==> src/rtl/dualmem_req_bridge.sv <==
// Request bridge between a valid/ready request port and a one-cycle-latency byte-lane RAM.
// Each accepted request produces exactly one response, returned in order through a 3-entry FIFO.
module dualmem_req_bridge (
  input  logic        clk,
  input  logic        rst,
  input  logic        req_valid,
  output logic        req_ready,
  input  logic        req_we,
  input  logic [12:0] req_addr,
  input  logic [63:0] req_wdata,
  input  logic [7:0]  req_be,
  output logic        rsp_valid,
  input  logic        rsp_ready,
  output logic        rsp_we,
  output logic [63:0] rsp_rdata,
  output logic [7:0]  mem_en,
  output logic [7:0]  mem_we,
  output logic [12:0] mem_addr,
  output logic [63:0] mem_wdata,
  input  logic [63:0] mem_rdata
);

  logic        inflight;
  logic        inflight_we;
  logic [1:0]  wr_ptr;
  logic [1:0]  rd_ptr;
  logic [1:0]  fifo_count;
  logic [64:0] fifo_q [3];

  logic        acc;
  logic        push;
  logic        pop;
  logic [2:0]  credits;
  logic [64:0] push_entry;
  logic [1:0]  wr_ptr_nxt;
  logic [1:0]  rd_ptr_nxt;
  logic [1:0]  count_nxt;
  logic [64:0] head_nxt;

  function automatic logic [1:0] ptr_inc(input logic [1:0] p);
    return (p == 2'd2) ? 2'd0 : p + 2'd1;
  endfunction

  // Credits count every request not yet handed back, so the FIFO can never overflow.
  assign credits   = {1'b0, fifo_count} + {2'b00, inflight};
  assign req_ready = ~rst & (credits < 3'd3);
  assign acc       = req_valid & req_ready;

  assign push       = inflight;
  assign pop        = rsp_valid & rsp_ready;
  assign push_entry = {inflight_we, inflight_we ? 64'h0 : mem_rdata};
  assign rsp_valid  = (fifo_count != 2'd0);

  always_comb begin
    mem_en    = 8'h00;
    mem_we    = 8'h00;
    mem_addr  = req_addr;
    mem_wdata = req_wdata;
    if (acc) begin
      mem_en = req_we ? req_be : 8'hFF;
      mem_we = req_we ? req_be : 8'h00;
    end
  end

  // Next head is computed ahead so rsp_we/rsp_rdata come straight from flops.
  always_comb begin
    wr_ptr_nxt = push ? ptr_inc(wr_ptr) : wr_ptr;
    rd_ptr_nxt = pop  ? ptr_inc(rd_ptr) : rd_ptr;
    count_nxt  = fifo_count + 2'(push) - 2'(pop);
    head_nxt   = {rsp_we, rsp_rdata};
    if (count_nxt != 2'd0) begin
      if (push && (wr_ptr == rd_ptr_nxt))
        head_nxt = push_entry;
      else
        head_nxt = fifo_q[rd_ptr_nxt];
    end
  end

  always_ff @(posedge clk) begin
    if (rst) begin
      inflight    <= 1'b0;
      inflight_we <= 1'b0;
      wr_ptr      <= 2'd0;
      rd_ptr      <= 2'd0;
      fifo_count  <= 2'd0;
      rsp_we      <= 1'b0;
      rsp_rdata   <= 64'h0;
    end else begin
      inflight    <= acc;
      inflight_we <= req_we;
      wr_ptr      <= wr_ptr_nxt;
      rd_ptr      <= rd_ptr_nxt;
      fifo_count  <= count_nxt;
      {rsp_we, rsp_rdata} <= head_nxt;
    end
  end

  // Storage needs no reset; the count alone decides which entries are live.
  always_ff @(posedge clk) begin
    if (push)
      fifo_q[wr_ptr] <= push_entry;
  end

endmodule

==> config.mk <==
export PLATFORM = sky130hd
export DESIGN_NAME = dualmem_req_bridge
export DESIGN_NICKNAME = d
export VERILOG_FILES = /design/src/rtl/dualmem_req_bridge.sv
export SDC_FILE = /design/constraint.sdc
export NUM_CORES = 1
export LEC_CHECK = 0
export ABC_CLOCK_PERIOD_IN_PS = 9500
export CORE_MARGIN = 5
export CORE_UTILIZATION = 35
export DETAILED_ROUTE_END_ITERATION = 10
export SLEW_MARGIN = 20
export SYNTH_ARGS = -nofsm -noshare
export SYNTH_HDL_FRONTEND = slang
export SYNTH_SLANG_ARGS = --single-unit
==> constraint.sdc <==
create_clock -name clk -period 9.5 [get_ports clk]
set_clock_uncertainty 0.05 [all_clocks]
set_input_delay 1.425 -clock clk [delete_from_list [all_inputs] [get_ports clk]]
set_output_delay 1.425 -clock clk [all_outputs]
set_load 0.01 [all_outputs]
Word level (Yosys, flattened, before mapping)
Memories as Yosys holds them, arrays and structs flattened. A register that Yosys moved wholly into a read port is not among the register bits. Cells that the tools add are included.

Input port bits: 154. Logic and storage cells: 30. Flip-flop bits (word level): 8. Output and inout bits: 160. RAM bits: 195. Memories: 1.

Memory list: fifo_q (words 3, width 65, rd ports 1, clocked after Yosys merged registers in 1, write ports 1, RTL line 28) `logic [64:0] fifo_q [3];`.

Mux-type cells: 10. Reductions and logical operators: 2. Bitwise logic cells: 4. $lt $le $gt $ge: 1. Add/subtract/negate cells: 5. Equality and inequality tests: 2.

Operator list (number): 64-bit 2-to-1 mux (1); 8-bit 2-to-1 mux (4); 2-bit 2-to-1 mux (3); 2-bit by 1-bit adder with 2-bit output, second input constant (2); 2-bit equality test, second input constant (2); 2-bit nonzero test (2); 2-bit by 1-bit adder with 3-bit output (1); 1-bit AND (3); 3-bit by 2-bit less-than comparator with 1-bit output, second input constant (1); 2-bit by 1-bit adder with 2-bit output (1); 1-bit 2-to-1 mux (2); 2-bit by 1-bit subtractor with 2-bit output (1); 1-bit NOT (1).

Depth between registers and ports, before layout
Depth in word-level cells: 5. Gate-level depth with buffers: 14. Depth with buffers taken out: 10.

Least setup slack after synthesis
Ideal clock, no wire load.

Kind: register to register. Start: register inflight. End: memory fifo_q[2][0], enable pin. Setup time: 0.581 ns. Clock period less this slack: 5.886 ns. Path slack: 3.614 ns. Cell stages (with the launch flop): 3. Path buffers: 0. Data arrival time: 5.255 ns. Data required time: 8.869 ns. Cell sequence: dfxtp_1 inv_1 nor3b_1.

Word-level cells in the longest chain between the ends: 2.

Ends and longest elaborated chain: from (decl) (RTL line 23) `logic inflight;`; from (signal assigned) (RTL line 81) `inflight <= 1'b0;`; from (signal assigned) (RTL line 89) `inflight <= acc;`; 1-bit 2-to-1 mux (RTL line 100) `if (push)`; 1-bit 2-to-1 mux (not written as such) (RTL line 101) `fifo_q[wr_ptr] <= push_entry;`; to (decl) (RTL line 28).

Every way passes these cells.

Worst setup path in the final report
Start: input rst. End: output mem_we[6].

Word-level cells in the longest chain between the ends: 4.

Ends and longest elaborated chain: from (decl) (RTL line 5) `input logic rst,`; 1-bit NOT (RTL line 46) `assign req_ready = ~rst & (credits < 3'd3);`; 1-bit AND (RTL line 46); 1-bit AND (RTL line 47) `assign acc = req_valid & req_ready;`; 8-bit 2-to-1 mux (RTL line 59) `if (acc) begin`; to (decl) (RTL line 17) `output logic [7:0] mem_we,`.

Every way passes these cells.

==> results.json <==
{
  "tns_ps": 0,
  "layout_commonest_cell": "nand3_1",
  "end_kind": "output pin",
  "synth.yosys.seq_area_share_pct": 55.1,
  "fin_crit_ps": 5080,
  "dp_hpwl_mm": 21.6,
  "clkPwrFrac_pct": 28.3,
  "clock-sinks": 268,
  "multi_input_area_sq_um": 4820,
  "rows": 71,
  "gr-usage-all-layers_pct": 17.0,
  "drv_slew": 0,
  "antenna_found_initial": 0,
  "hold_ws_ps": 416,
  "slowest_stage": "clkdlybuf4s50_1",
  "finalPower_mw": 4.03,
  "grtUsageMet2_pct": 28.7,
  "worst_path_most_repeated_cell": "clkdlybuf4s50_1",
  "cts_setup_buffers": 0,
  "critical_path_required_ps": 8030,
  "syn_avg_cell_area_sq_um": 10.5,
  "crit_path_cell_trace": "clkdlybuf4s50_1 > a211oi_1 > nand2_1 > inv_1 > and3_1 > clkdlybuf4s50_1",
  "met3_usage_pct": 2.96,
  "syn-num-nets": 1416,
  "postCtsHoldBufs": 0,
  "tightest_slew_ps": 1100,
  "synthCells": 1258,
  "critPathKind": "input pin to output pin",
  "synth.distinct_cells": 35,
  "grt_pass1_wl_mm": 57.4,
  "power_frac_comb_pct": 34.8,
  "hold_path_class": "flip-flop to flip-flop",
  "switching_share_pct": 34.7,
  "leakage_nw": 4.86,
  "start_util_pct": 35.3,
  "fin_util_pct": 41.3,
  "cap_violations": 0,
  "min_period_over_period_pct": 53.5,
  "drtIter0Drc": 706,
  "fp.dieW_microns": 205,
  "regToRegSetupSlack_ps": 5320,
  "diodes": 0,
  "yosys_warnings": 0,
  "slowest_delay_ps": 630,
  "synth-seq-cells": 268,
  "busiest_layer": "met2",
  "worstPathArrival_ps": 3600,
  "rsz0062_at_grt": "false",
  "routedWlPerCell_microns": 20.5,
  "io_pins": 314,
  "synth_edf_count": 195,
  "cts_buffer_depth": 3,
  "cts-root-buf": "clkbuf_16",
  "h-tree-depth": 1,
  "routed-via-count": 10036,
  "grt_max_degree": 106,
  "layout_common_cells": "nand3_1 (387), edfxtp_1 (195), clkdlybuf4s50_1 (159)",
  "vdd_drop_max_v": 0.000184,
  "fmax_mhz": 197,
  "switchingPower_mw": 1.40,
  "tritoncts": "yes",
  "dp_cells": 1740,
  "port_buffers": 159,
  "path_max_fanout": 11,
  "seqPwrFrac_pct": 36.9,
  "status": "completed",
  "powerDensity_nw_per_um2": 259,
  "cp_num_buf_inv": 3,
  "clock_latency_ps": 540,
  "power.internal_mw": 2.63,
  "setup_viol": 0,
  "slew_headroom_pct": 26.7,
  "die_height_microns": 205,
  "syn_area_sq_um": 13300,
  "firstDrtPassIters": 7,
  "drt_wl_total_mm": 36.7,
  "fillerInstances": 3557,
  "finalNonFillerCells": 1795,
  "use_met1_pct": 21.5,
  "async_flop_share_pct": 0,
  "grt_pass1_vias": 10143,
  "grt-ovfl-total": 0,
  "clk_pin_slew_worst_paths_ps": 50,
  "vias_per_cell": 5.59,
  "synth_ff_type": "edfxtp_1",
  "core_sq_um": 37600,
  "post-route-drc-count": 0,
  "hold_viol": 0,
  "die_area_sq_um": 41900,
  "drtAntennaViolNets": 0,
  "start_kind": "input pin",
  "drive_gt1_share_pct": 5.69,
  "gp_congestion": 0.737,
  "crit_family": "buffers and inverters",
  "tritoncts.num_buffers": 30,
  "area_growth_pct": 16.9,
  "post_cts_resized": 0,
  "seqCellArea_sq_um": 7320,
  "fin_nets": 1419
}
-- layer usage --
metal  wire [microns]  vias up
met5                0        -
li1                 -     4693
met4             1560        0
met1            15300     4936
met2            17700      304
met3             2160      103
-- flip-flops by register name, summed over array words and instances, names as in the netlist --
register     count
wr_ptr           2
inflight_we      1
inflight         1
fifo_q         195
fifo_count       2
rd_ptr           2
rsp_rdata       64
rsp_we           1
-- power groups by stage --
stage | logic (mW) | clock network [mW] | registers (mW)
after floorplan | 0.954 | 0 | 1.52
after global placement | 1.39 | 0 | 1.51
after CTS | 1.43 | 1.16 | 1.49
after detailed placement | 1.43 | 0 | 1.51
final | 1.40 | 1.14 | 1.49
after global routing | 1.55 | 1.21 | 1.50
-- metrics by stage --
step	setup WS, ps	cell area (sq um)
2_1_floorplan	3610	13300
3_3_place_gp	4230	14500
3_5_place_dp	4180	14500
4_1_cts	4420	15500
5_1_grt	4190	15500
6_report	4420	15500
-- cells by family (layout without fill, tap and decap cells) --
family          after synthesis  after routing  synth area share [%]
fa+ha+maj                     4              4                 0.377
compound gates               85             85                  5.80
flops                       268            268                  55.1
buf+inv                     215            241                  9.02
xor+xnor                      4              4                 0.264
simple gates                682            682                  29.4
-- synth_stat cells, types with 12 or more instances --
library cell / instances / area [sq um]
edfxtp_1: 195 / 5860
dfxtp_1: 73 / 1460
nand4_1: 64 / 400
inv_1: 12 / 45.0
nand2b_1: 64 / 400
buf_2: 30 / 150
a32o_1: 64 / 641
nand3_1: 387 / 1940
nor2b_1: 69 / 432
a21oi_1: 14 / 70.1
clkbuf_1: 76 / 285
and4_1: 64 / 561
buf_4: 82 / 616
-- layout make-up --
type	count	share of cell area [%]
Tap cell	511	4.12
Clock inverter	14	0.766
Timing Repair Buffer	173	10.9
Inverter	13	0.347
Sequential cell	268	47.2
Multi-Input combinational cell	775	31.1
Clock buffer	41	5.56
-- final timing paths --
kind | from | to | depth (start not counted)
max | rst | mem_we[6] | 6
min | rsp_rdata[56]$_SDFFE_PP0P_ | rsp_rdata[56]$_SDFFE_PP0P_ | 1
max reg2reg | fifo_count[1]$_SDFF_PP0_ | rsp_rdata[38]$_SDFFE_PP0P_ | 11
min reg2reg | rsp_rdata[56]$_SDFFE_PP0P_ | rsp_rdata[56]$_SDFFE_PP0P_ | 1
No activity file was read; power rests on OpenSTA's default activity.
